`src/rtl/mem_pkg.sv`:
```
// ---------------------------------------------------------------------------
// mem_pkg
// Shared definitions for the memory-stage front end: opcode encodings of the
// load/store instructions, big-endian lane offsets, the access FSM state enum
// and small opcode-classification helpers.
// Ports: none (package).
// ---------------------------------------------------------------------------
package mem_pkg;

    // Load opcodes
    localparam logic [5:0] OP_LB  = 6'b100000;
    localparam logic [5:0] OP_LH  = 6'b100001;
    localparam logic [5:0] OP_LW  = 6'b100011;
    localparam logic [5:0] OP_LBU = 6'b100100;
    localparam logic [5:0] OP_LHU = 6'b100101;

    // Store opcodes
    localparam logic [5:0] OP_SB  = 6'b101000;
    localparam logic [5:0] OP_SH  = 6'b101001;
    localparam logic [5:0] OP_SW  = 6'b101011;

    // Big-endian byte offsets: offset 0 is the most significant lane
    localparam logic [1:0] LANE_OFF_0 = 2'b00;  // bits [31:24], WE bit 3
    localparam logic [1:0] LANE_OFF_1 = 2'b01;  // bits [23:16], WE bit 2
    localparam logic [1:0] LANE_OFF_2 = 2'b10;  // bits [15:8],  WE bit 1
    localparam logic [1:0] LANE_OFF_3 = 2'b11;  // bits [7:0],   WE bit 0

    typedef enum logic [1:0] {
        IDLE = 2'b00,
        REQ  = 2'b01,
        WAIT = 2'b10
    } state_t;

    function automatic logic isLoad(input logic [5:0] op);
        return (op == OP_LB) || (op == OP_LH) || (op == OP_LW) ||
               (op == OP_LBU) || (op == OP_LHU);
    endfunction

    function automatic logic isStore(input logic [5:0] op);
        return (op == OP_SB) || (op == OP_SH) || (op == OP_SW);
    endfunction

    // Halfword accesses need addr[0]=0, word accesses need addr[1:0]=00.
    // Byte accesses and non-memory opcodes are never misaligned.
    function automatic logic isMisaligned(input logic [5:0] op, input logic [1:0] off);
        logic half;
        logic word;
        half = (op == OP_LH) || (op == OP_LHU) || (op == OP_SH);
        word = (op == OP_LW) || (op == OP_SW);
        return (half && off[0]) || (word && (off != 2'b00));
    endfunction

endpackage

```
`src/rtl/store_lane_align.sv`:
```
// ---------------------------------------------------------------------------
// store_lane_align
// Combinational big-endian byte-enable generation and store-data lane
// placement for the data memory interface.
// Ports:
//   opcode_i  - instruction opcode
//   offset_i  - byte address bits [1:0]
//   wdata_i   - store source value, right-justified
//   we_o      - byte write enables (bit 3 = bits [31:24]); zero for non-stores
//   wdata_o   - lane-aligned store data
// ---------------------------------------------------------------------------
module store_lane_align
    import mem_pkg::*;
(
    input  logic [5:0]  opcode_i,
    input  logic [1:0]  offset_i,
    input  logic [31:0] wdata_i,
    output logic [3:0]  we_o,
    output logic [31:0] wdata_o
);

    // Byte and halfword stores replicate the source across all lanes so the
    // memory only needs the enables to pick the right one.
    always_comb begin
        we_o    = 4'b0000;
        wdata_o = wdata_i;
        unique case (opcode_i)
            OP_SB: begin
                unique case (offset_i)
                    LANE_OFF_0: we_o = 4'b1000;
                    LANE_OFF_1: we_o = 4'b0100;
                    LANE_OFF_2: we_o = 4'b0010;
                    LANE_OFF_3: we_o = 4'b0001;
                    default:    we_o = 4'b0000;
                endcase
                wdata_o = {4{wdata_i[7:0]}};
            end
            OP_SH: begin
                we_o    = offset_i[1] ? 4'b0011 : 4'b1100;
                wdata_o = {2{wdata_i[15:0]}};
            end
            OP_SW: begin
                we_o    = 4'b1111;
                wdata_o = wdata_i;
            end
            default: begin
                we_o    = 4'b0000;
                wdata_o = wdata_i;
            end
        endcase
    end

endmodule

```
`src/rtl/data_mem_access.sv`:
```
// ---------------------------------------------------------------------------
// data_mem_access
// Memory-stage front end: accepts load/store requests from execute, drives a
// valid/ready request to data memory, stalls the pipeline while an access is
// outstanding and registers the returned word for the load masker.
// Ports:
//   Clock, Reset         - rising-edge clock, asynchronous active-low reset
//   ReqValid, opcodeE,
//   ALUoutE, WriteDataE  - instruction presented by the execute stage
//   Stall                - freeze IF/EX while not idle
//   AddrError            - pulse on a misaligned load/store at acceptance
//   MemReqValid/Ready,
//   MemAddr, MemWE,
//   MemWData             - request channel to data memory
//   MemRespValid, MemRData - read response from data memory
//   ReadDataM, opcodeM,
//   ALUoutM, LoadValidM  - registered bundle for the load masker
// ---------------------------------------------------------------------------
module data_mem_access
    import mem_pkg::*;
#(
    parameter int MEM_ADDR_W = 30
) (
    input  logic                  Clock,
    input  logic                  Reset,
    input  logic                  ReqValid,
    input  logic [5:0]            opcodeE,
    input  logic [31:0]           ALUoutE,
    input  logic [31:0]           WriteDataE,
    output logic                  Stall,
    output logic                  AddrError,
    output logic                  MemReqValid,
    input  logic                  MemReqReady,
    output logic [MEM_ADDR_W-1:0] MemAddr,
    output logic [3:0]            MemWE,
    output logic [31:0]           MemWData,
    input  logic                  MemRespValid,
    input  logic [31:0]           MemRData,
    output logic [31:0]           ReadDataM,
    output logic [5:0]            opcodeM,
    output logic [1:0]            ALUoutM,
    output logic                  LoadValidM
);

    state_t                state_q, state_d;
    logic [MEM_ADDR_W-1:0] memAddr_q;
    logic [3:0]            memWe_q;
    logic [31:0]           memWData_q;
    logic                  reqIsLoad_q;
    logic [31:0]           readData_q;
    logic [5:0]            opcodeM_q;
    logic [1:0]            aluOutM_q;
    logic                  loadValid_q;

    logic                  accept;
    logic                  isMemOp;
    logic                  misaligned;
    logic                  startAccess;
    logic                  respTaken;
    logic [3:0]            alignWe;
    logic [31:0]           alignWData;

    store_lane_align u_align (
        .opcode_i (opcodeE),
        .offset_i (ALUoutE[1:0]),
        .wdata_i  (WriteDataE),
        .we_o     (alignWe),
        .wdata_o  (alignWData)
    );

    // Requests are only looked at while idle; anything presented during a
    // stall is held upstream until we come back to IDLE.
    always_comb begin
        accept      = (state_q == IDLE) && ReqValid;
        isMemOp     = isLoad(opcodeE) || isStore(opcodeE);
        misaligned  = isMemOp && isMisaligned(opcodeE, ALUoutE[1:0]);
        startAccess = accept && isMemOp && !misaligned;
        respTaken   = (state_q == WAIT) && MemRespValid;
    end

    // Next-state logic. Stores are posted: once memory takes the request the
    // pipeline may continue, so only loads wait for the response.
    always_comb begin
        state_d = state_q;
        unique case (state_q)
            IDLE: if (startAccess) state_d = REQ;
            REQ:  if (MemReqReady) state_d = reqIsLoad_q ? WAIT : IDLE;
            WAIT: if (MemRespValid) state_d = IDLE;
            default: state_d = IDLE;
        endcase
    end

    always_ff @(posedge Clock or negedge Reset) begin
        if (!Reset) begin
            state_q     <= IDLE;
            memAddr_q   <= '0;
            memWe_q     <= 4'b0000;
            memWData_q  <= 32'h0;
            reqIsLoad_q <= 1'b0;
            readData_q  <= 32'h0;
            opcodeM_q   <= 6'b000000;
            aluOutM_q   <= 2'b00;
            loadValid_q <= 1'b0;
        end else begin
            state_q     <= state_d;
            loadValid_q <= respTaken;
            // Request fields are captured once so they stay stable through
            // any amount of memory backpressure.
            if (startAccess) begin
                memAddr_q   <= ALUoutE[MEM_ADDR_W+1:2];
                memWe_q     <= alignWe;
                memWData_q  <= alignWData;
                reqIsLoad_q <= isLoad(opcodeE);
            end
            // Misaligned and non-memory ops still advance opcode/offset so
            // the load masker sees every accepted instruction.
            if (accept) begin
                opcodeM_q <= opcodeE;
                aluOutM_q <= ALUoutE[1:0];
            end
            if (respTaken) begin
                readData_q <= MemRData;
            end
        end
    end

    assign Stall       = (state_q != IDLE);
    assign MemReqValid = (state_q == REQ);
    assign AddrError   = accept && misaligned;
    assign MemAddr     = memAddr_q;
    assign MemWE       = memWe_q;
    assign MemWData    = memWData_q;
    assign ReadDataM   = readData_q;
    assign opcodeM     = opcodeM_q;
    assign ALUoutM     = aluOutM_q;
    assign LoadValidM  = loadValid_q;

endmodule
```
`config.mk`:
```
export PLATFORM = sky130hd
export DESIGN_NAME = data_mem_access
export DESIGN_NICKNAME = d
export VERILOG_FILES = /design/src/rtl/mem_pkg.sv /design/src/rtl/store_lane_align.sv /design/src/rtl/data_mem_access.sv
export SDC_FILE = /design/constraint.sdc
export NUM_CORES = 1
export LEC_CHECK = 0
export ABC_AREA = 1
export CAP_MARGIN = 25
export CORE_ASPECT_RATIO = 0.75
export CORE_UTILIZATION = 45
export CTS_CLUSTER_SIZE = 24
export DETAILED_ROUTE_END_ITERATION = 8
export GPL_TIMING_DRIVEN = 0
export PLACE_DENSITY = 0.94
export SLEW_MARGIN = 10
export SYNTH_ARGS = -nofsm -noshare
export SYNTH_HDL_FRONTEND = slang
export SYNTH_SLANG_ARGS = --single-unit
```
`constraint.sdc`:
```
create_clock -name Clock -period 3.6 [get_ports Clock]
set_input_delay 0.9 -clock Clock [delete_from_list [all_inputs] [get_ports Clock]]
set_output_delay 0.9 -clock Clock [all_outputs]
set_load 0.03 [all_outputs]
```
After elaboration in Yosys (flattened, before gate mapping)
Index checks and enable logic that the tools add are counted.

operators by class
  equality and inequality tests = 16
  mux-type cells = 9
  reduce and logical (&&, ||, !) cells = 25

operators with widths
  cell                                                                      count
  32-bit one-hot mux with 2 select lines                                    1
  6-bit equality test (second input constant)                               8
  4-bit one-hot mux with 4 select lines                                     1
  4-bit one-hot mux with 3 select lines                                     1
  1-bit logical OR                                                          11
  1-bit logical AND                                                         8
  2-bit 2-to-1 mux                                                          4
  2-bit equality test (second input constant)                               3
  2-bit one-hot mux with 3 select lines                                     1
  2-bit by 1-bit equality test with 1-bit output (second input constant)    2
  2-bit zero test                                                           2
  4-bit 2-to-1 mux                                                          1
  2-bit inequality test (second input constant)                             2
  2-bit nonzero test                                                        2
  3-bit AND reduction                                                       1
  2-bit by 1-bit inequality test with 1-bit output (second input constant)  1
  1-bit zero test                                                           1

storage, ports and cells
  bits in registers = 110
  logic and storage cells = 59

Depth between registers and ports, before layout
Gate-level depths: netlist (run 1).

  depth in word-level cells = 11
  mapped depth = 11

By module
A second synthesis (run 1) with hierarchy kept.

unflattened totals
  cells, all modules = 608
  area, all modules = 5,043.6 µm²

modules (own cells, without submodules)
  module            instances  cells an instance  area an instance (µm²)  seq. area each (µm²)
  data_mem_access   1          496                4,399.2                 2,752.6
  store_lane_align  1          112                644.4                   0.0

Least setup slack after synthesis (run 1)
Ideal clock, no wire load.

  kind = input to output
  start point = input port opcodeE[5]
  end point = output port AddrError
  data arrival time = 1,714 ps
  required time = 2,700 ps
  path slack = 986 ps
  cell stages on the path = 6
  path buffers = 0
  path through = inv_1 nor2_2 nand3_1 nand2_1 inv_1 nor2_1

between the ends
  longest elaborated chain between the ends = 8
  elaborated cells between the ends (all ways) = 23

ends and longest elaborated chain
  element                                        RTL line                      text
  start, declared                                data_mem_access.sv:27         input logic [5:0] opcodeE,
  6-bit equality test, on equally long branches  mem_pkg.sv:35, mem_pkg.sv:48
  1-bit logical OR (3 in series)                 mem_pkg.sv:35                 return (op == OP_LB) || (op == OP_LH) || (op == OP_LW) ||
  1-bit logical OR                               mem_pkg.sv:36                 (op == OP_LBU) || (op == OP_LHU);
  1-bit logical OR                               data_mem_access.sv:75         isMemOp = isLoad(opcodeE) || isStore(opcodeE);
  1-bit logical AND *                            data_mem_access.sv:76         misaligned = isMemOp && isMisaligned(opcodeE, ALUoutE[1:0]);
  1-bit logical AND *                            data_mem_access.sv:129        assign AddrError = accept && misaligned;
  end, declared                                  data_mem_access.sv:31         output logic AddrError,

Mark *: on every way between the ends. The rest lies on a longest branch, timed or not.

Worst setup path after layout (run 1)
Same ends and word-level chain as after synthesis.

==> impl_metrics.py, run 1 <==
metrics = {
    "clock_network": {
        "cts.sinks": 110,
        "htreeDepth": 3,
        "cts_post_setup_buffers_inserted": 0,
        "cts_tree": "yes",
        "cts_buffers": 9,
        "path_clk_slew_ns": 0.07,
        "cts_root_buffer": "clkbuf_16",
        "cts_buffer_depth": 2,
        "clk_latency_ns": 0.33,
    },
    "placement": {
        "dp_hpwl_um": 10600,
        "place_congestion": 0.886,
        "placed_area_sq_mm": 0.00711,
        "numPortBuffers": 216,
        "place_ws_ns": 0.0530,
    },
    "synth": {
        "synthMuxAreaShare_pct": 0,
        "synth.distinct_cells": 21,
        "netlist_area_sq_mm": 0.00475,
        "ys_ff_latch": 110,
        "yosys_warnings": 0,
        "synth_nets": 675,
        "synth_compound_area_share_pct": 5.66,
        "synth_xor_area_share_pct": 0,
        "seq_area_frac_synth_pct": 58.0,
        "synth-simple-area-share_pct": 30.2,
        "synth-adder-area-share_pct": 0,
        "syn_avg_cell_area_sq_um": 8.36,
        "synth_top_family_by_area": "simple AND/OR/NAND/NOR gates",
        "syn_inst": 568,
    },
    "sta": {
        "finalCritPeriodShare_pct": 88.5,
        "period_minus_slack_ns": 3.18,
        "rsz0062_at_grt": "no",
        "slew_violations": 0,
        "final.setup.worst_slack_ns": 0.415,
        "skew_ns": 0.00687,
        "fmax_ghz": 0.314,
        "whs_ns": 0.471,
        "finalSetupViolations": 0,
        "worst_pin_slew_ns": 0.511,
        "finalHoldViolCount": 0,
        "finalSetupTns_ns": 0,
        "max_slew_margin_pct": 65.7,
    },
    "routing": {
        "drc": 0,
        "routed_wl_um": 13900,
        "drtIter0Drc": 193,
        "post_drt_wl_per_cell_um": 14.9,
        "num_vias": 4518,
        "dr.pass1.iters": 5,
        "via_per_inst": 4.82,
        "ant_nets": 0,
    },
    "critical_path": {
        "reg2reg_depth": 8,
        "critPathSlowestCell": "clkdlybuf4s50_1",
        "crit-reg2reg-launch": "state_q[1]",
        "critical_path.max_stage_delay_ns": 0.49,
        "required_ns": 2.70,
        "reg2reg_slack_ns": 1.88,
        "critical_path_class": "primary input to primary output",
        "crit_start": "opcodeE[5]",
        "rr_endpoint": "MemAddr[12]",
        "endpoint_kind": "primary output",
        "crit_chain": "clkdlybuf4s50_1 -> inv_1 -> nor2_2 -> nand3_1 -> nand2_1 -> inv_1 -> nor2_1 -> dlymetal6s2s_1",
        "crit_fanout": 5,
        "cp_common_cell": "inv_1",
        "crit_arrival_ns": 2.28,
        "start_kind": "primary input",
    },
    "global_route": {
        "gr-total-overflow": 0,
        "grt_pass1_vias": 4444,
        "busiest_layer": "met2",
        "grt_use_met1_pct": 33.0,
        "antenna_found_initial": 0,
        "gr-usage-met3_pct": 7.79,
        "grt_use_met2_pct": 43.5,
        "track_usage_pct": 25.9,
        "grt_start_max_net_pins": 59,
        "grt_pass1_wl_um": 22000,
    },
    "die": {
        "dieArea_sq_mm": 0.0110,
        "core_area_sq_mm": 0.0103,
        "die_h_um": 91.0,
        "die_w_um": 121,
        "num_rows": 32,
        "start_util_pct": 46.2,
        "ios": 217,
    },
    "job": {
        "drv_cap": 0,
    },
    "layout": {
        "nets": 903,
        "layout_common_cells": "nand2_1 (332), clkdlybuf4s50_1 (214), dfrtp_1 (110)",
        "drive_above_1_share_pct": 7.12,
        "layout_commonest_cell": "nand2_1",
        "finalInstanceArea_sq_mm": 0.00744,
        "antenna_cells": 0,
        "area_growth_pct": 56.6,
    },
    "hold_path": {
        "hold_end": "ReadDataM[16]",
        "hold_path_depth": 2,
        "min_from": "ReadDataM[16]",
        "min_path_type": "flop to flop",
    },
    "power_and_ir_drop": {
        "report.power.total_uw": 3910,
        "p_leak_uw": 0.00372,
        "ir_worst_vdd_uv": 405,
        "powerDensity_mw_per_mm2": 526,
    },
    "status": {
        "status": "completed",
    },
}
-- registers in the layout, indices dropped and copies added (netlist names) --
register     cells
MemWData        32
ReadDataM       32
MemAddr         30
opcodeM          6
MemWE            4
ALUoutM          2
state_q          2
LoadValidM       1
reqIsLoad_q      1
-- kinds of logic after synthesis --
kind of cell    Yosys count
compound gates           41
buf+inv                  51
simple gates            366
flops                   110
-- report_power, final --
group / switching, uW / internal [uW] / total (uW)
Clock: 444 / 631 / 1080
Sequential: 121 / 1440 / 1560
Combinational: 725 / 555 / 1280
Total: 1290 / 2620 / 3910
-- critical path: cells and delay by family --
kind	cells	cell delay, ns
buf+inv	4	0.91
simple gates	4	0.46
-- per-layer routing --
layer	vias up	part of all wire, %
met2	217	48
met5	-	0
met4	0	0.93
met1	2079	42
li1	2210	-
met3	12	8.8
-- area by class of cell --
type	instances	area (sq um)
clock inverter	5	81.3
fill	764	2850
buffer	24	194
clock buffer	11	243
multi-input combinational	407	1700
inverter	27	101
sequential	110	2750
tap	136	170
timing repair buffer	217	2190
-- cells in the mapped netlist, drive strengths merged --
cell type  instances  area [sq um]
nand2            332          1250
nor3               4          25.0
inv               27           101
nand3             15          90.1
buf               19           175
clkbuf             5          18.8
o21ai             31           196
and3               1          6.26
a21oi              1          5.00
o211ai             9          67.6
dfrtp            110          2750
nor2              14          65.1
-- stage by stage --
stage               instances  utilization [%]
finish                    937             72.3
global route              937             72.3
CTS                       937             72.3
detailed placement        921             69.1
global placement          920             68.8
floorplan                 568                -
-- worst max path at each step --
stage                         end  slack [ns]  cells past startpoint
floorplan               AddrError        0.99                      6
global placement    ReadDataM[22]       -2.51                      1
detailed placement      AddrError        0.05                      8
CTS                     AddrError        0.05                      8
global route            AddrError        0.33                      9
finish                  AddrError        0.42                      8
-- timing repair --
item,CTS,global route
hold buffers,0,0
gates resized for setup,0,1
endpoints found under the setup margin,0,1
No activity file was read; power rests on OpenSTA's default activity.
==> inputs of run 2 (changes only) <==
--- a/config.mk
+++ b/config.mk
@@ -8,7 +8,7 @@
 export ABC_AREA = 1
 export CAP_MARGIN = 25
 export CORE_ASPECT_RATIO = 0.75
-export CORE_UTILIZATION = 45
+export CORE_UTILIZATION = 46
 export CTS_CLUSTER_SIZE = 24
 export DETAILED_ROUTE_END_ITERATION = 8
 export GPL_TIMING_DRIVEN = 0
@@ -16,4 +16,5 @@
 export SLEW_MARGIN = 10
 export SYNTH_ARGS = -nofsm -noshare
 export SYNTH_HDL_FRONTEND = slang
+export SYNTH_HIERARCHICAL = 1
 export SYNTH_SLANG_ARGS = --single-unit
==> run 2 against run 1 <==
  * Maximum frequency shrank 4.6%
  * First-iteration DRC count grew 51%
  * Count of clock-buffer cells in the layout is the same
  * Critical path depth shrank 2
  * Die area grew 3.8%
  * Via count grew 7.7%
==> impl_metrics.py, run 2 <==
metrics = {
    "die": {
        "die_w_um": 123,
        "dieArea_sq_mm": 0.0114,
        "die_h_um": 92.7,
        "num_rows": 32,
        "ios": 217,
        "start_util_pct": 48.1,
        "core_area_sq_mm": 0.0105,
    },
    "layout": {
        "layout_common_cells": "nand2_1 (277), clkdlybuf4s50_1 (214), dfrtp_1 (110)",
        "antenna_cells": 0,
        "num-fill-cells": 788,
        "finalInstanceArea_sq_mm": 0.00770,
        "layout_commonest_cell": "nand2_1",
        "nets": 943,
        "final_core_util_pct": 73.4,
        "area_growth_pct": 52.7,
        "drive_above_1_share_pct": 9.17,
    },
    "clock_network": {
        "htreeDepth": 3,
        "clk_latency_ns": 0.34,
        "cts_root_buffer": "clkbuf_16",
        "path_clk_slew_ns": 0.07,
        "cts.sinks": 110,
        "cts_buffer_depth": 2,
        "cts_tree": "yes",
        "cts_post_setup_buffers_inserted": 0,
        "cts_buffers": 9,
    },
    "power_and_ir_drop": {
        "p_leak_uw": 0.00377,
        "powerDensity_mw_per_mm2": 566,
        "ir_worst_vdd_uv": 332,
    },
    "sta": {
        "fmax_ghz": 0.299,
        "period_minus_slack_ns": 3.34,
        "worst_pin_slew_ns": 0.495,
        "slew_violations": 0,
        "finalSetupViolations": 0,
        "rsz0062_at_grt": "no",
        "skew_ns": 0.00660,
        "finalCritPeriodShare_pct": 92.8,
        "finalHoldViolCount": 0,
        "max_slew_margin_pct": 66.9,
        "final.setup.worst_slack_ns": 0.261,
    },
    "placement": {
        "numPortBuffers": 216,
        "dp_hpwl_um": 11400,
        "place_ws_ns": -0.00639,
        "placed_area_sq_mm": 0.00740,
        "place_congestion": 0.864,
    },
    "critical_path": {
        "required_ns": 2.70,
        "crit_arrival_ns": 2.44,
        "critPathSlowestCell": "clkdlybuf4s50_1",
        "endpoint_kind": "primary output",
        "critical_path_class": "primary input to primary output",
        "crit_fanout": 7,
        "crit_chain": "clkdlybuf4s50_1 -> nand2_1 -> nor2_1 -> nand3_1 -> a21oi_1 -> dlygate4sd2_1",
        "crit_buf_inv": 2,
        "crit_family": "buffers and inverters",
        "critical_path.max_stage_delay_ns": 0.64,
        "start_kind": "primary input",
    },
    "routing": {
        "drtIter0Drc": 291,
        "dr.pass1.iters": 5,
        "num_vias": 4868,
        "drc": 0,
        "post_drt_wl_per_cell_um": 15.3,
        "via_per_inst": 4.99,
        "routed_wl_um": 14900,
        "ant_nets": 0,
    },
    "job": {
        "drv_cap": 0,
    },
    "global_route": {
        "track_usage_pct": 27.1,
        "antenna_found_initial": 0,
        "grt_pass1_wl_um": 23500,
        "grt_pass1_vias": 4689,
        "gr-total-overflow": 0,
        "grt_start_max_net_pins": 72,
    },
    "synth": {
        "yosysTopAreaCell": "dfrtp_1",
        "ys_top_cells_by_count": "nand2_1 (277), dfrtp_1 (110), o21ai_0 (71)",
        "synth_edf_count": 0,
        "synth_top_area_share_pct": 54.6,
        "yosysMostFrequentCell": "nand2_1",
        "ys.flop_type": "dfrtp_1",
        "async_flop_share_pct": 100,
        "yosys_warnings": 6,
        "syn_inst": 608,
        "synth.distinct_cells": 28,
        "ys_ff_latch": 110,
        "syn_avg_cell_area_sq_um": 8.30,
        "seq_area_frac_synth_pct": 54.6,
        "synth_nets": 715,
        "yosys-top-cells-area": "dfrtp_1 (55%), nand2_1 (21%), o21ai_0 (7.0%)",
        "netlist_area_sq_mm": 0.00504,
    },
    "hold_path": {
        "min_path_type": "primary input to asynchronous set/reset pin",
    },
    "status": {
        "status": "completed",
    },
}
[run 2: cell count changes after synthesis, sizes merged]
cell,before,now
o21ai,31,83
nand2,332,282
nand3,15,36
clkbuf,5,15
buf,19,27
o211ai,9,2
nand4,0,4
inv,27,30
nor3,4,2
a21oi,1,2
and3,1,0
nor2,14,13
o31ai,0,1
or2,0,1
[run 2: worst reg2reg max path, delay by kind of cell (launching register included)]
kind            cells  cell delay [ns]
flops               1             0.44
compound gates      1             0.24
buf+inv             3             0.43
simple gates        4             0.50
[run 2: layout make-up]
type	instances	area (sq um)	area share (%)
Multi-Input combinational cell	426	1900	24.7
Timing Repair Buffer	217	2190	28.4
Buffer	42	278	3.61
Inverter	30	113	1.46
Sequential cell	110	2750	35.7
Tap cell	136	170	2.21
Clock buffer	11	243	3.15
Clock inverter	4	55.1	0.715
[run 2: through the flow]
step / hold slack (ns) / TNS [ns] / total power [uW] / cells
after global placement: 0.453 / -282.74 / 3320 / 960
after global routing: 0.465 / 0 / 4570 / 976
after floorplan: 0.463 / 0 / 2520 / 608
after detailed placement: 0.458 / -0.00639 / 3370 / 961
after CTS: 0.459 / 0 / 4390 / 976
final: 0.458 / 0 / 4360 / 976
[run 2: per-layer routing]
metal	track usage, %	vias to the layer above	share of wire [%]
li1	-	2376	-
met1	35.6	2270	42
met2	44.4	199	49
met3	5.85	23	6.9
met4	8.94	0	2.0
met5	0	-	0
[run 2: power by group]
part	internal (uW)	leakage, uW	switching [uW]	total, uW
combinational	699	0.00223	977	1680
sequential	1520	0.00140	160	1680
clock	561	0.000143	447	1010
total	2780	0.00377	1580	4360
[run 2: timing repair]
item | 4_1_cts | 5_1_grt
resized for setup | 1 | 0
hold buffers | 0 | 0
endpoints found under the setup margin | 1 | 0
[run 2: worst paths after layout]
path / endpoint / cells after the start / from / slack (ns)
max: AddrError / 6 / opcodeE[1] / 0.26
min: ReadDataM[27] / 1 / Reset / 0.46
max reg2reg: MemAddr[18] / 8 / state_q[0] / 1.87
min reg2reg: ReadDataM[2] / 2 / ReadDataM[2] / 0.47
max in group asynchronous: opcodeM[4] / 2 / Reset / 2.46
min in group Clock: ReadDataM[2] / 2 / ReadDataM[2] / 0.47
[run 2: kinds of logic after synthesis]
family | count (synthesis) | synth area share [%]
simple gates | 338 | 28.2
compound gates | 88 | 9.48
flops | 110 | 54.6
buf+inv | 72 | 7.74
==> inputs of run 3 (changes only) <==
--- a/config.mk
+++ b/config.mk
@@ -9,10 +9,10 @@
 export CAP_MARGIN = 25
 export CORE_ASPECT_RATIO = 0.75
 export CORE_UTILIZATION = 46
-export CTS_CLUSTER_SIZE = 24
 export DETAILED_ROUTE_END_ITERATION = 8
 export GPL_TIMING_DRIVEN = 0
 export PLACE_DENSITY = 0.94
+export SETUP_SLACK_MARGIN = 0.3
 export SLEW_MARGIN = 10
 export SYNTH_ARGS = -nofsm -noshare
 export SYNTH_HDL_FRONTEND = slang
==> run 3 against run 2 <==
  * Sequential share of layout area is essentially flat
  * Total power is essentially flat
  * Die area is the same
  * Hold slack gained 0.0010 ns
  * Critical endpoint unchanged
  * Register-to-register slack is essentially flat
==> impl_metrics.py, run 3 (synthesis results as in run 2) <==
metrics = {
    "status": {
        "status": "completed",
    },
    "routing": {
        "ant_nets": 0,
        "post_drt_wl_per_cell_um": 15.2,
        "routed_wl_um": 14900,
        "via_per_inst": 5.00,
        "drc": 0,
        "num_vias": 4880,
        "dr.pass1.iters": 5,
        "drtIter0Drc": 307,
    },
    "critical_path": {
        "start_kind": "primary input",
        "rr_endpoint": "MemAddr[18]",
        "reg2reg_slack_ns": 1.87,
        "endpoint_kind": "primary output",
        "crit_arrival_ns": 2.31,
        "critical_path_class": "primary input to primary output",
        "required_ns": 2.70,
        "endpoint": "AddrError",
        "crit_start": "opcodeE[0]",
        "crit_fanout": 6,
        "crit-reg2reg-launch": "state_q[0]",
        "reg2reg_depth": 8,
    },
    "clock_network": {
        "cts_post_setup_buffers_inserted": 0,
        "cts_tree": "yes",
        "cts_root_buffer": "clkbuf_16",
        "cts.sinks": 110,
        "cts_hold_buf": 0,
        "cts_buffer_depth": 2,
        "cts_buffers": 9,
        "clk_latency_ns": 0.34,
        "path_clk_slew_ns": 0.07,
        "htreeDepth": 3,
    },
    "global_route": {
        "antenna_found_initial": 0,
        "track_usage_pct": 27.1,
        "gr-total-overflow": 0,
        "grt_start_max_net_pins": 72,
        "grt_pass1_wl_um": 23500,
        "grt_pass1_vias": 4689,
    },
    "layout": {
        "layoutNonFillerInstCount": 976,
        "layout_commonest_cell": "nand2_1",
        "finalInstanceArea_sq_mm": 0.00771,
        "num-fill-cells": 787,
        "drive_above_1_share_pct": 9.29,
        "antenna_cells": 0,
        "nets": 943,
        "area_growth_pct": 52.8,
        "layout_common_cells": "nand2_1 (277), clkdlybuf4s50_1 (213), dfrtp_1 (110)",
    },
    "sta": {
        "whs_ns": 0.459,
        "finalHoldViolCount": 0,
        "finalCritPeriodShare_pct": 89.1,
        "max_slew_margin_pct": 66.9,
        "fmax_ghz": 0.312,
        "slew_violations": 0,
        "skew_ns": 0.00663,
        "period_minus_slack_ns": 3.21,
        "worst_pin_slew_ns": 0.494,
        "finalSetupViolations": 0,
        "rsz0062_at_grt": "no",
    },
    "placement": {
        "dp_hpwl_um": 11400,
        "placed_area_sq_mm": 0.00740,
        "place_inst": 961,
        "place_congestion": 0.864,
        "numPortBuffers": 216,
    },
    "die": {
        "num_rows": 32,
        "ios": 217,
        "core_area_sq_mm": 0.0105,
        "die_h_um": 92.7,
        "start_util_pct": 48.1,
        "dieArea_sq_mm": 0.0114,
        "die_w_um": 123,
    },
    "job": {
        "drv_cap": 0,
    },
    "hold_path": {
        "min_path_type": "primary input to asynchronous set/reset pin",
    },
    "power_and_ir_drop": {
        "powerDensity_mw_per_mm2": 566,
        "ir_worst_vdd_uv": 332,
        "p_leak_uw": 0.00378,
    },
}
[run 3: cell types whose count changed in the layout (fill, tap and decap cells not counted), sizes merged]
cell and change:
clkdlybuf4s15 +1, dlygate4sd2 -1, clkdlybuf4s50 -1, dlymetal6s2s +1
[run 3: how the worst min path moves through the flow]
stage | startpoint | endpoint | depth (start not counted)
6_report | Reset | ReadDataM[27] | 1
5_1_grt | Reset | ReadDataM[27] | 1
4_1_cts | Reset | ReadDataM[27] | 1
3_5_place_dp | ReadDataM[23] | ReadDataM[23] | 2
3_3_place_gp | ReadDataM[28] | ReadDataM[28] | 2
2_1_floorplan | reqIsLoad_q | reqIsLoad_q | 2
[run 3: layer usage]
metal	up-vias	global-route usage, %	share of wire (%)
li1	2376	-	-
met1	2268	35.6	42
met2	212	44.4	49
met3	24	5.85	7.4
met4	0	8.94	1.9
met5	-	0	0
[run 3: worst max-delay path: stages]
cell and delay [ns]:
clkdlybuf4s50_1 0.60, nand2_1 0.08, nor2_1 0.09, nand3_1 0.12
a21oi_1 0.20, clkdlybuf4s15_2 0.32
[run 3: area by class of cell]
class / count / area, sq um / area share [%]
well taps: 136 / 170 / 2.21
clock inverters: 4 / 55.1 / 0.714
inverters: 30 / 113 / 1.46
multi-input cells: 426 / 1900 / 24.7
flip-flops and latches: 110 / 2750 / 35.7
repair buffers: 217 / 2190 / 28.5
plain buffers: 42 / 278 / 3.60
clock buffers: 11 / 243 / 3.15
[run 3: metrics by stage]
step / total power [uW] / setup WS, ns / TNS (ns) / utilization (%)
final: 4360 / 0.392 / 0 / 73.5
after global routing: 4570 / 0.307 / 0 / 73.5
after CTS: 4390 / 0.360 / 0 / 73.4
after detailed placement: 3370 / -0.00639 / -0.00639 / 70.6
after global placement: 3320 / -2.58 / -282.74 / 70.3
after floorplan: 2520 / 1.02 / 0 / -
[run 3: report_power, final]
part	total, uW	internal (uW)	leakage [uW]	switching, uW
Sequential	1680	1520	0.00140	160
Clock	1010	561	0.000143	445
Combinational	1680	699	0.00224	977
Total	4360	2780	0.00378	1580
[run 3: repair_timing]
action / CTS / global route
resized for setup: 3 / 1
pin swaps: 0 / 0
setup endpoints to repair: 1 / 1
==> RTL change 1: new RTL, config.mk and constraints of run 1 <==
Put a register stage on the output `AddrError`, without a reset. The value now appears one clock later. The other outputs are not delayed to match.
--- a/src/rtl/data_mem_access.sv
+++ b/src/rtl/data_mem_access.sv
@@ -127,5 +127,7 @@
     assign Stall       = (state_q != IDLE);
     assign MemReqValid = (state_q == REQ);
-    assign AddrError   = accept && misaligned;
+    always_ff @(posedge Clock) begin
+        AddrError <= accept && misaligned;
+    end
     assign MemAddr     = memAddr_q;
     assign MemWE       = memWe_q;
Formal check against the unedited RTL: not equivalent (Yosys sat finds a counterexample within 4 cycles, from zero or initial values and one cycle with Reset low).
==> RTL change 1 against run 1 <==
- worst hold slack gained 0.00065 ns
- via count grew 2.0%
- final area shrank 0.49%
- clock skew grew 0.00091 ns
- worst setup slack gained 0.63 ns
- synthesized area grew 0.42%
- core utilization shrank 0.35 points
- sequential cell count grew 1
- power shrank 3.5%
- synthesized cell count grew 0.18%
- largest power group unchanged
- largest cell class unchanged
- routed wire length grew 3.6%
==> RTL change 1: results (changes against run 1) <==
tightest_slew_ns: 0.510  # -0.000880 ns
crit_arrival_ns: 1.66  # -0.62 ns
p_leak_nw: 3.69  # -0.82%
grt_pass1_vias: 4749  # +6.9%
gr-usage-met1: 0.319  # -0.0108
reg2regPathDepth: 8  # unchanged
route.met2.wl_um: 7020  # +5.1%
synth_compound_area_frac: 0.0564  # -0.000238
dpl.hpwl_um: 11000  # +3.8%
num_vias: 4609  # +2.0%
grt.total_usage: 0.270  # +0.0118
grt_max_degree: 60  # +1.7%
wl_met3_um: 1290  # +4.6%
drt-initial-drc-count: 235  # +22%
skew_ns: 0.00778  # +0.000908 ns
routed_wl_um: 14400  # +3.6%
met2_usage: 0.473  # +0.0380
via_per_inst: 4.92  # +2.0%
use_met3: 0.0804  # +0.00251
synthCells: 569  # +0.18%
peakVddDrop_v: 0.000369  # -9.0%
synthArstFlopShare: 0.991  # -0.00901
ys_top_cells_by_area: "dfrtp_1, nand2_1, buf_6"
wirelength_met1_um: 5870  # about the same
gp_congestion: 0.855  # -3.4%
worst-path-max-fanout: 4  # -1
slowest_stage: "clkdlybuf4s50_1"
crit_path_max_incr_delay_ns: 0.70  # +0.21 ns
synth_commonest_cells: "nand2_1, dfrtp_1, inv_1, o21ai_0"
cts_setup_buffers: 0  # unchanged
status: "finished, final reports clean"
finalNetCount: 904  # +0.11%
ys_types: 22  # +4.8%
postPlaceCellArea_mm2: 0.00713  # +0.28%
dp.cells: 922  # +0.11%
r2r_setup_slack_ns: 1.94  # +0.06 ns
grt_pass1_wl_um: 23100  # +4.9%
yosysSeqAreaShare: 0.581  # +0.00176
synth_fp_nets: 676  # +0.15%
n_fill_cell: 815  # +6.7%
[RTL change 1: changes by cell type after synthesis]
cell / delta
dfxtp_1: +1
[RTL change 1: layout make-up]
class                   instances  area [um2]  area share
plain buffers                  24         194      0.0262
clock buffers                   9         225      0.0304
clock inverters                 6        45.0     0.00609
inverters                      27         101      0.0137
multi-input cells             407        1700       0.230
flip-flops and latches        111        2770       0.375
well taps                     136         170      0.0230
repair buffers                217        2190       0.296
[RTL change 1: power by group]
group / switching (mW) / internal, mW
Combinational: 0.732 / 0.555
Sequential: 0.120 / 1.45
Clock: 0.451 / 0.471
Total: 1.30 / 2.48
[RTL change 1: critical path, delay by kind of cell (launching register included)]
kind                   cells  cell delay, ns
flip-flops                 1            0.42
AND/OR/NAND/NOR            1            0.12
buffers and inverters      2            0.77
[RTL change 1: path summary, 6_finish.rpt]
kind	endpoint	start
setup / recovery	MemReqValid	state_q[0]$_DFFE_PN0P_
min in group asynchronous	MemWData[28]$_DFFE_PN0P_	Reset
max in group asynchronous	ReadDataM[28]$_DFFE_PN0P_	Reset
hold / removal	ReadDataM[26]$_DFFE_PN0P_	ReadDataM[26]$_DFFE_PN0P_
setup reg to reg	MemAddr[11]$_DFFE_PN0P_	state_q[1]$_DFFE_PN0P_
hold reg to reg	ReadDataM[26]$_DFFE_PN0P_	ReadDataM[26]$_DFFE_PN0P_
[RTL change 1: stage by stage]
stage	worst slack [ns]	utilization	hold slack, ns	power [mW]	setup TNS [ns]
CTS	1.04	0.719	0.476	3.81	0
floorplan	1.70	-	0.452	2.22	0
global placement	-2.56	0.690	0.453	2.84	-280.91
detailed placement	0.918	0.693	0.459	2.88	0
global route	0.986	0.719	0.494	3.95	0
finish	1.04	0.719	0.471	3.78	0
==> RTL change 2: new RTL, config.mk and constraints of run 1 <==
Without the edit above. Change the parameter `MEM_ADDR_W` from 30 to 22.
--- a/src/rtl/data_mem_access.sv
+++ b/src/rtl/data_mem_access.sv
@@ -20,5 +20,5 @@
     import mem_pkg::*;
 #(
-    parameter int MEM_ADDR_W = 30
+    parameter int MEM_ADDR_W = 22
 ) (
     input  logic                  Clock,
Ports: changed (resized MemAddr); port bits go from 217 to 209. No check against the original RTL was run, so the function may have changed too.
==> RTL change 2 against run 1 <==
- synthesized area down 7.0%
- die area decreased by 6.8%
- sequential power down 8%
- fmax decreased by 1.6%
- core utilization is 2.1 points higher
- final area decreased by 7.3%
- sequential share of layout area about the same
- clock skew up 0.0010 ns
- routed wire length decreased by 1.7%
- worst hold slack better by 0.0042 ns
- worst setup slack worse by 0.053 ns
- power is 9.7% lower
- sequential cell count fell by 8
- largest power group unchanged
==> RTL change 2: results (changes against run 1) <==
clockBufferDepth: 2  # unchanged
reg2regPathDepth: 8  # unchanged
yosysWarnings: 0  # unchanged
first_pass_iters: 5  # unchanged
avgSynthCellArea_um2: 8.29  # -0.84%
p_leak_nw: 3.43  # -7.6%
grt_pass1_vias: 4262  # -4.1%
top_layer_used: "met4"
gp_congestion: 0.934  # +5.4%
drt-initial-drc-count: 245  # +27%
ys_top_cells_by_area: "dfrtp_1, nand2_1, o21ai_0"
min_to: "ReadDataM[5]$_DFFE_PN0P_"
n_fill_cell: 631  # -17%
crit_arrival_ns: 2.34  # +0.06 ns
synthArstFlopShare: 1.00  # unchanged
hold_depth: 2  # unchanged
crit_start: "opcodeE[1]"
status: "finished, final reports clean"
grt_max_degree: 61  # +3.4%
synth_commonest_cells: "nand2_1, dfrtp_1, inv_1, o21ai_0, o211ai_1"
design_area_mm2: 0.00690  # -7.3%
synth_mux_area_frac: 0  # unchanged
peakVddDrop_v: 0.000441  # +8.8%
yosysSeqAreaShare: 0.578  # -0.00198
post-place-ws_ns: 0.0129  # -0.0401 ns
synth-xor-area-share: 0  # unchanged
worst-path-max-fanout: 4  # -1
synth_compound_area_frac: 0.0660  # +0.00933
wl_per_cell_um: 15.6  # +4.9%
cts_resized: 0  # unchanged
grt.total_usage: 0.272  # +0.0130
drive_gt1_frac: 0.0760  # +0.00484
wirelength_met1_um: 5340  # -9.2%
finalNetCount: 852  # -5.6%
crit_path_max_incr_delay_ns: 0.47  # -0.02 ns
r2r-start: "state_q[1]$_DFFE_PN0P_"
route.met2.wl_um: 6700  # +0.25%
skew_ns: 0.00788  # +0.00101 ns
r2r-end: "MemWData[30]$_DFFE_PN0P_"
dpl.hpwl_um: 10400  # -1.2%
diodes: 0  # unchanged
cts_setup_buffers: 0  # unchanged
r2r_setup_slack_ns: 1.87
crit_end: "AddrError"
holdCritStartpoint: "ReadDataM[5]$_DFFE_PN0P_"
portBuffers: 200  # -7.4%
ys_types: 22  # +4.8%
clk_latency_ns: 0.35  # +0.02 ns
dp.cells: 862  # -6.4%
via_per_inst: 5.05  # +4.8%
synth_fp_nets: 640  # -5.2%
hold_slack_ns: 0.475  # +0.00423 ns
wl_met3_um: 1350  # +9.3%
postPlaceCellArea_mm2: 0.00661  # -7.1%
grt_pass1_wl_um: 21000  # -4.5%
fin_ws_ns: 0.362  # -0.0528 ns
num_vias: 4435  # -1.8%
maxSlewHeadroom: 0.618  # -0.0390
## RTL change 2: area by class of cell
| class | instances | share of cell area |
|---|---|---|
| Sequential cell | 102 | 0.370 |
| Timing Repair Buffer | 201 | 0.294 |
| Multi-Input combinational cell | 381 | 0.234 |
| Clock buffer | 11 | 0.0352 |
| Tap cell | 128 | 0.0232 |
| Buffer | 23 | 0.0220 |
| Inverter | 27 | 0.0151 |
| Clock inverter | 5 | 0.00635 |
## RTL change 2: kinds of logic after synthesis
group,after synthesis
AND/OR/NAND/NOR,336
flip-flops,102
buffers and inverters,50
AO/OA/AOI/OAI,45
## RTL change 2: worst max-delay path: cells and delay by family
kind	cells	cell delay, ns
simple gates	5	0.47
buf+inv	4	0.98
## RTL change 2: power breakdown
part,switching (mW),internal (mW)
logic,0.664,0.501
registers,0.112,1.33
clock network,0.437,0.496
total,1.21,2.32
## RTL change 2: layer usage
layer  up-vias  GRT usage
met5         -          0
met4         0      0.101
li1       2071          -
met3        34     0.0907
met2       223      0.471
met1      2107      0.314
